**config.mk**
```make
export PLATFORM = sky130hd
export DESIGN_NAME = tick_generator
export DESIGN_NICKNAME = d
export VERILOG_FILES = /design/src/rtl/tick_generator.sv
export SDC_FILE = /design/constraint.sdc
export NUM_CORES = 1
export LEC_CHECK = 0
export BUFFER_PORTS_ARGS = -buffer_cell sky130_fd_sc_hd__buf_2
export CAP_MARGIN = 20
export CORE_AREA = 2 2 172 174
export DETAILED_ROUTE_END_ITERATION = 8
export DIE_AREA = 0 0 174 176
export PLACE_DENSITY = 0.61
export SLEW_MARGIN = 20
export SYNTH_ARGS = -nofsm -noshare
export SYNTH_HDL_FRONTEND = slang
export SYNTH_SLANG_ARGS = --single-unit
```
**constraint.sdc**
```tcl
create_clock -name clock -period 6.16 [get_ports clock]
set_input_delay 1.232 -clock clock [delete_from_list [all_inputs] [get_ports clock]]
set_output_delay 1.232 -clock clock [all_outputs]
set_load 0.03 [all_outputs]
```
**src/rtl/tick_generator.sv**
```systemverilog
// tick_generator: multi-channel programmable tick source.
// Each channel runs an up-counter that wraps at its own period.
module tick_generator #(
  parameter int unsigned CHANNELS       = 4,
  parameter int unsigned WIDTH          = 31,
  parameter int unsigned DEFAULT_PERIOD = 250_000,
  parameter bit          AUTOSTART      = 1'b1
) (
  input  logic                      clock,
  input  logic                      reset,
  input  logic                      hold,
  input  logic [CHANNELS-1:0]       start,
  input  logic [CHANNELS-1:0]       stop,
  input  logic [CHANNELS-1:0]       load,
  input  logic [CHANNELS-1:0]       oneshot,
  input  logic [CHANNELS*WIDTH-1:0] period_in,
  output logic [CHANNELS-1:0]       pulse,
  output logic [CHANNELS-1:0]       busy
);

  typedef enum logic {
    IDLE = 1'b0,
    RUN  = 1'b1
  } state_t;

  localparam logic [WIDTH-1:0] DEF_PER = WIDTH'(DEFAULT_PERIOD);
  localparam state_t RST_STATE = AUTOSTART ? RUN : IDLE;

  state_t           state_q  [CHANNELS];
  state_t           state_d  [CHANNELS];
  logic [WIDTH-1:0] count_q  [CHANNELS];
  logic [WIDTH-1:0] count_d  [CHANNELS];
  logic [WIDTH-1:0] period_q [CHANNELS];
  logic [WIDTH-1:0] period_d [CHANNELS];
  logic [CHANNELS-1:0] pulse_q;
  logic [CHANNELS-1:0] pulse_d;

  logic [CHANNELS-1:0] sel_stop;
  logic [CHANNELS-1:0] sel_strobe;
  logic [CHANNELS-1:0] sel_hold;
  logic [CHANNELS-1:0] sel_run;

  // One-hot per-channel action: stop > load/start > hold > count
  assign sel_stop   = stop;
  assign sel_strobe = ~stop & (load | start);
  assign sel_hold   = ~stop & ~load & ~start & {CHANNELS{hold}};
  assign sel_run    = ~stop & ~load & ~start & ~{CHANNELS{hold}} & busy;

  always_ff @(posedge clock) begin
    if (reset) begin
      for (int i = 0; i < CHANNELS; i++) begin
        state_q[i]  <= RST_STATE;
        count_q[i]  <= '0;
        period_q[i] <= DEF_PER;
      end
      pulse_q <= '0;
    end else begin
      for (int i = 0; i < CHANNELS; i++) begin
        state_q[i]  <= state_d[i];
        count_q[i]  <= count_d[i];
        period_q[i] <= period_d[i];
      end
      pulse_q <= pulse_d;
    end
  end

  always_comb begin
    for (int i = 0; i < CHANNELS; i++) begin
      state_d[i]  = state_q[i];
      count_d[i]  = count_q[i];
      period_d[i] = period_q[i];
      pulse_d[i]  = 1'b0;
      unique case (1'b1)
        sel_stop[i]: begin
          state_d[i] = IDLE;
          count_d[i] = '0;
        end
        sel_strobe[i]: begin
          if (load[i])
            period_d[i] = period_in[i*WIDTH +: WIDTH];
          if (start[i])
            state_d[i] = RUN;
          count_d[i] = '0;
        end
        sel_hold[i]: begin
        end
        sel_run[i]: begin
          if (count_q[i] == period_q[i]) begin
            count_d[i] = '0;
            pulse_d[i] = 1'b1;
            if (oneshot[i])
              state_d[i] = IDLE;
          end else begin
            count_d[i] = count_q[i] + 1'b1;
          end
        end
        default: count_d[i] = '0;
      endcase
    end
  end

  always_comb begin
    busy = '0;
    for (int i = 0; i < CHANNELS; i++)
      busy[i] = (state_q[i] == RUN);
  end

  assign pulse = pulse_q;

endmodule

```
[Yosys cells after proc, flatten, opt, wreduce, memory -nomap -nowiden]
Memory sizes are Yosys's and may differ from the RTL's.
Cells that the tools add are included.
Storage, ports and cells
  bits in writable memories: 252
  output and inout bits: 8
  logic and storage cells: 97
  bits in registers: 4
  bits of input ports: 143
  memories: 3
Cells by class
  reduce and logical (&&, ||, !) cells: 4
  eq/ne operators: 4
  mux-type cells: 51
  $add $sub $neg: 4
  bitwise gates (word level): 27
Memories
  count_q: depth 4, bits a word 31, rd ports 4, clocked after memory_dff 0, write ports 4, RTL line 31  | logic [WIDTH-1:0] count_q [CHANNELS];
  period_q: depth 4, bits a word 31, rd ports 4, clocked after memory_dff 0, write ports 4, RTL line 33  | logic [WIDTH-1:0] period_q [CHANNELS];
  state_q: depth 4, bits a word 1, rd ports 4, clocked after memory_dff 0, write ports 4, RTL line 29  | state_t state_q [CHANNELS];
Operators by type and width (number)
  2-to-1 mux 31 bit: 20
  case mux 31 bit (2 select lines): 4
  adder 31 x 1 -> 31 bit, second input constant: 4
  == test 31 bit: 4
  bitwise AND 4 bit: 6
  2-to-1 mux 1 bit: 23
  inverter 4 bit: 4
  OR 1 bit: 12
  case mux 1 bit (3 select lines): 4
  OR reduction 2 bit: 4
  inverter 1 bit: 4
  OR 4 bit: 1

[Longest topological paths before layout]
  depth after elaboration: 7
  gate-level depth with buffers: 9
  gate-level depth less buffers: 7

[Worst setup path before layout]
No wires, ideal clock.
  kind: input -> register
  start point: input hold
  end point: memory count_q[1][29]
  stages: 7
  arrival time: 2.788 ns
  data required time: 6.024 ns
  library setup time: 0.136 ns
  buffers on the path: 1
  slack: 3.236 ns
  path through: clkbuf_1 nor4b_2 nor4_1 nand2_1 nor3b_1 xnor2_1 nor2_1
RTL lines
  start, declared: RTL line 11  | input logic hold,
  end, declared: RTL line 31

==> impl_metrics.ini <==
[grt]
antenna_found_initial = 0
globalRoute.totalOverflow = 0
grt_pass1_vias = 9622
grt_pass1_wl_um = 49820
grt_start_max_net_pins = 99
groute.usage.overall = 0.1973

[sta]
finalSetupViolCount = 0
max_clock_freq_ghz = 0.3359
worst_pin_slew_ns = 1.075
hold_viol_final = 0
post-route-period-util = 0.4833
fin_setup_tns_ns = 0
rsz0062_at_grt = false
whs_ns = 0.4673
skew_ns = 0.008200
min_period_ns = 2.977
slew_violations = 0
slew_headroom = 0.2833

[synthesis]
avgSynthCellArea_um2 = 7.919
synth-async-reset-ratio = 0
synth_edf_count = 0
syn-cell-area_um2 = 11920
synth_cells = 1505
ys_warn_count = 0
synthFlopType = dfxtp_1
synth_nets = 1652
synth.distinct_cells = 56
ys_seq_area_frac = 0.4300
ys_ff_latch = 256

[setup_path]
cp_max_fo = 29
critical_path.most_common_cell = buf_4
r2r_setup_slack_ns = 3.41
crit_chain = buf_4 > clkinv_1 > buf_4 > o21ai_1 > buf_4 > nor2_1
r2r_end = count_q[0][17]
crit_slowest_cell = clkinv_1
reg2regPathDepth = 6
path_buf_inv = 4
end_kind = flip-flop
criticalPathCategory = input port to flip-flop
start_kind = input port
crit_family = buffers and inverters
rr_startpoint = count_q[0][1]
cp-startpoint = reset
slowest_delay_ns = 0.64
worstSetupPathDepth = 6
crit_required_ns = 6.59
endpoint = count_q[1][16]
worstPathArrival_ns = 3.41

[cts]
clk_latency_ns = 0.54
clock-root-buffer = clkbuf_16
cts_tree = built
clock_path_buffers = 3
cts_made_buffers = 28
htreeDepth = 1
postCtsSetupBuffers = 0
cts.sinks = 256
holdBufCountCts = 0
clkTransAtPathRegs_ns = 0.06
cts-resized-gates = 0

[final_layout]
n_fill_cell = 2932
final_common_cell = nand2_1
layout_common_cells = nand2_1 (346), dfxtp_1 (256), xnor2_1 (152)
regArea_um2 = 5125
antennaDiodeCount = 0
drive_gt1_frac = 0.1439
area_growth_pct = 17.19
fin_nets = 1759
multi_input_area_um2 = 6452

[place]
place_congestion = 0.8576
dp_hpwl_um = 22190
port_buffers = 150

[die]
core_area_um2 = 28550
io-pin-count = 151
die_area_um2 = 30620
rows = 62
fp.dieW_um = 174
die_h_um = 176
start_util = 0.4175

[detailed_routing]
first_iter_violations = 662
post_drt_wl_per_cell_um = 15.18
via_per_inst = 5.156
firstDrtPassIters = 5
drc_errors = 0
drtAntennaViolNets = 0
dr_total_vias = 10400
routed_wl_um = 30610

[power]
power_frac_seq = 0.460
combPwrFrac = 0.062
power_density_nw_per_um2 = 270.0
p_int_mw = 2.912
ir_drop_mv = 0.1842
switchingPower_mw = 0.8588
p_leak_nw = 4.835
clock_power_share = 0.478
swShare = 0.2277

[worst_hold_path]
worstHoldPathCells = 2
hold_path_class = flip-flop to flip-flop

[job]
cap_viol_max_count = 0

[status]
outcome = finished, final reports clean
==> layout make-up <==
class,instances,area share
repair buffers,159,0.05877
multi-input cells,1144,0.4620
clock inverters,16,0.01523
well taps,384,0.03440
flip-flops and latches,256,0.3670
inverters,23,0.006182
clock buffers,35,0.05644
==> Yosys cell counts, types with 2 or more instances <==
library cell,number,area [um2]
a211oi_1,3,22.52
or3_2,2,15.01
nor3b_1,3,22.52
a22oi_1,4,30.03
o22ai_1,2,12.51
or4_4,2,22.52
nor3_1,25,125.1
nor2_1,103,386.6
and3_1,21,131.4
o21a_1,3,22.52
o211ai_1,5,37.54
nand2b_1,7,43.79
a21o_1,3,22.52
and4_1,10,87.58
a41oi_1,5,43.79
or3_1,4,25.02
nand4_1,50,312.8
xor2_1,39,341.6
o311ai_0,5,43.79
o21ai_0,23,115.1
dfxtp_1,256,5125
a22o_1,8,70.07
nand2_1,346,1299
a21boi_0,2,15.01
and2_1,7,43.79
nor4_1,20,125.1
nor2b_1,6,37.54
inv_1,22,82.58
nand3b_1,3,22.52
nand3_1,99,495.5
or2_2,2,12.51
xnor2_1,152,1331
a31o_2,3,26.28
ha_1,4,50.05
mux2i_1,6,60.06
buf_1,14,52.55
clkbuf_1,67,251.5
or4b_2,3,30.03
or4_1,2,15.01
a31oi_1,24,150.1
o21ai_1,3,15.01
o221ai_1,2,17.52
a21oi_1,122,610.6
==> flip-flops by register name, indices dropped and copies added, names as in the netlist <==
register,cells
period_q,124
pulse,4
count_q,124
state_q,4
==> through the flow <==
step	worst slack [ns]	utilization	instances	instance area [um2]	power, mW
4_1_cts	3.165	0.4884	2017	13940	3.816
6_report	3.183	0.4892	2017	13970	3.771
3_3_place_gp	2.658	0.4531	1966	12930	2.002
2_1_floorplan	3.236	-	1505	11920	1.906
3_5_place_dp	2.603	0.4534	1966	12940	2.006
5_1_grt	2.987	0.4892	2017	13970	3.917
==> worst register-to-register path: stages (launching register included) <==
cell	delay, ns
dfxtp_1	0.50
xnor2_1	0.22
nand4_1	0.13
nor4_1	0.60
a21oi_1	0.33
o21ai_2	0.69
nor2_1	0.12
==> power groups by stage <==
| stage | Clock, mW | Combinational (mW) | Sequential (mW) |
|---|---|---|---|
| floorplan | 0 | 0.141 | 1.76 |
| global placement | 0 | 0.230 | 1.77 |
| detailed placement | 0 | 0.234 | 1.77 |
| CTS | 1.84 | 0.235 | 1.74 |
| global route | 1.91 | 0.264 | 1.74 |
| finish | 1.80 | 0.233 | 1.74 |
==> layer usage <==
layer,vias to the layer above,share of wire,global-route usage
met4,0,0.020,0.04657
li1,5336,-,-
met5,-,0,0
met1,4797,0.49,0.2793
met2,223,0.45,0.3194
met3,43,0.044,0.02692
==> worst min path at each step <==
stage | endpoint | slack (ns) | from
finish | period_q[1][24] | 0.47 | period_q[1][24]
global route | period_q[1][0] | 0.49 | period_q[1][0]
CTS | period_q[1][0] | 0.47 | period_q[1][0]
detailed placement | period_q[1][0] | 0.46 | period_q[1][0]
global placement | period_q[1][11] | 0.46 | period_q[1][11]
floorplan | period_q[1][0] | 0.45 | period_q[1][0]
==> cell families after synthesis <==
logic type	share of synthesized area
AND/OR/NAND/NOR	0.2780
AO/OA/AOI/OAI	0.1092
multiplexers	0.005040
XOR/XNOR	0.1404
flip-flops	0.4300
adder cells (fa/ha/maj)	0.004200
buffers and inverters	0.03318
No activity file was read; power rests on OpenSTA's default activity.
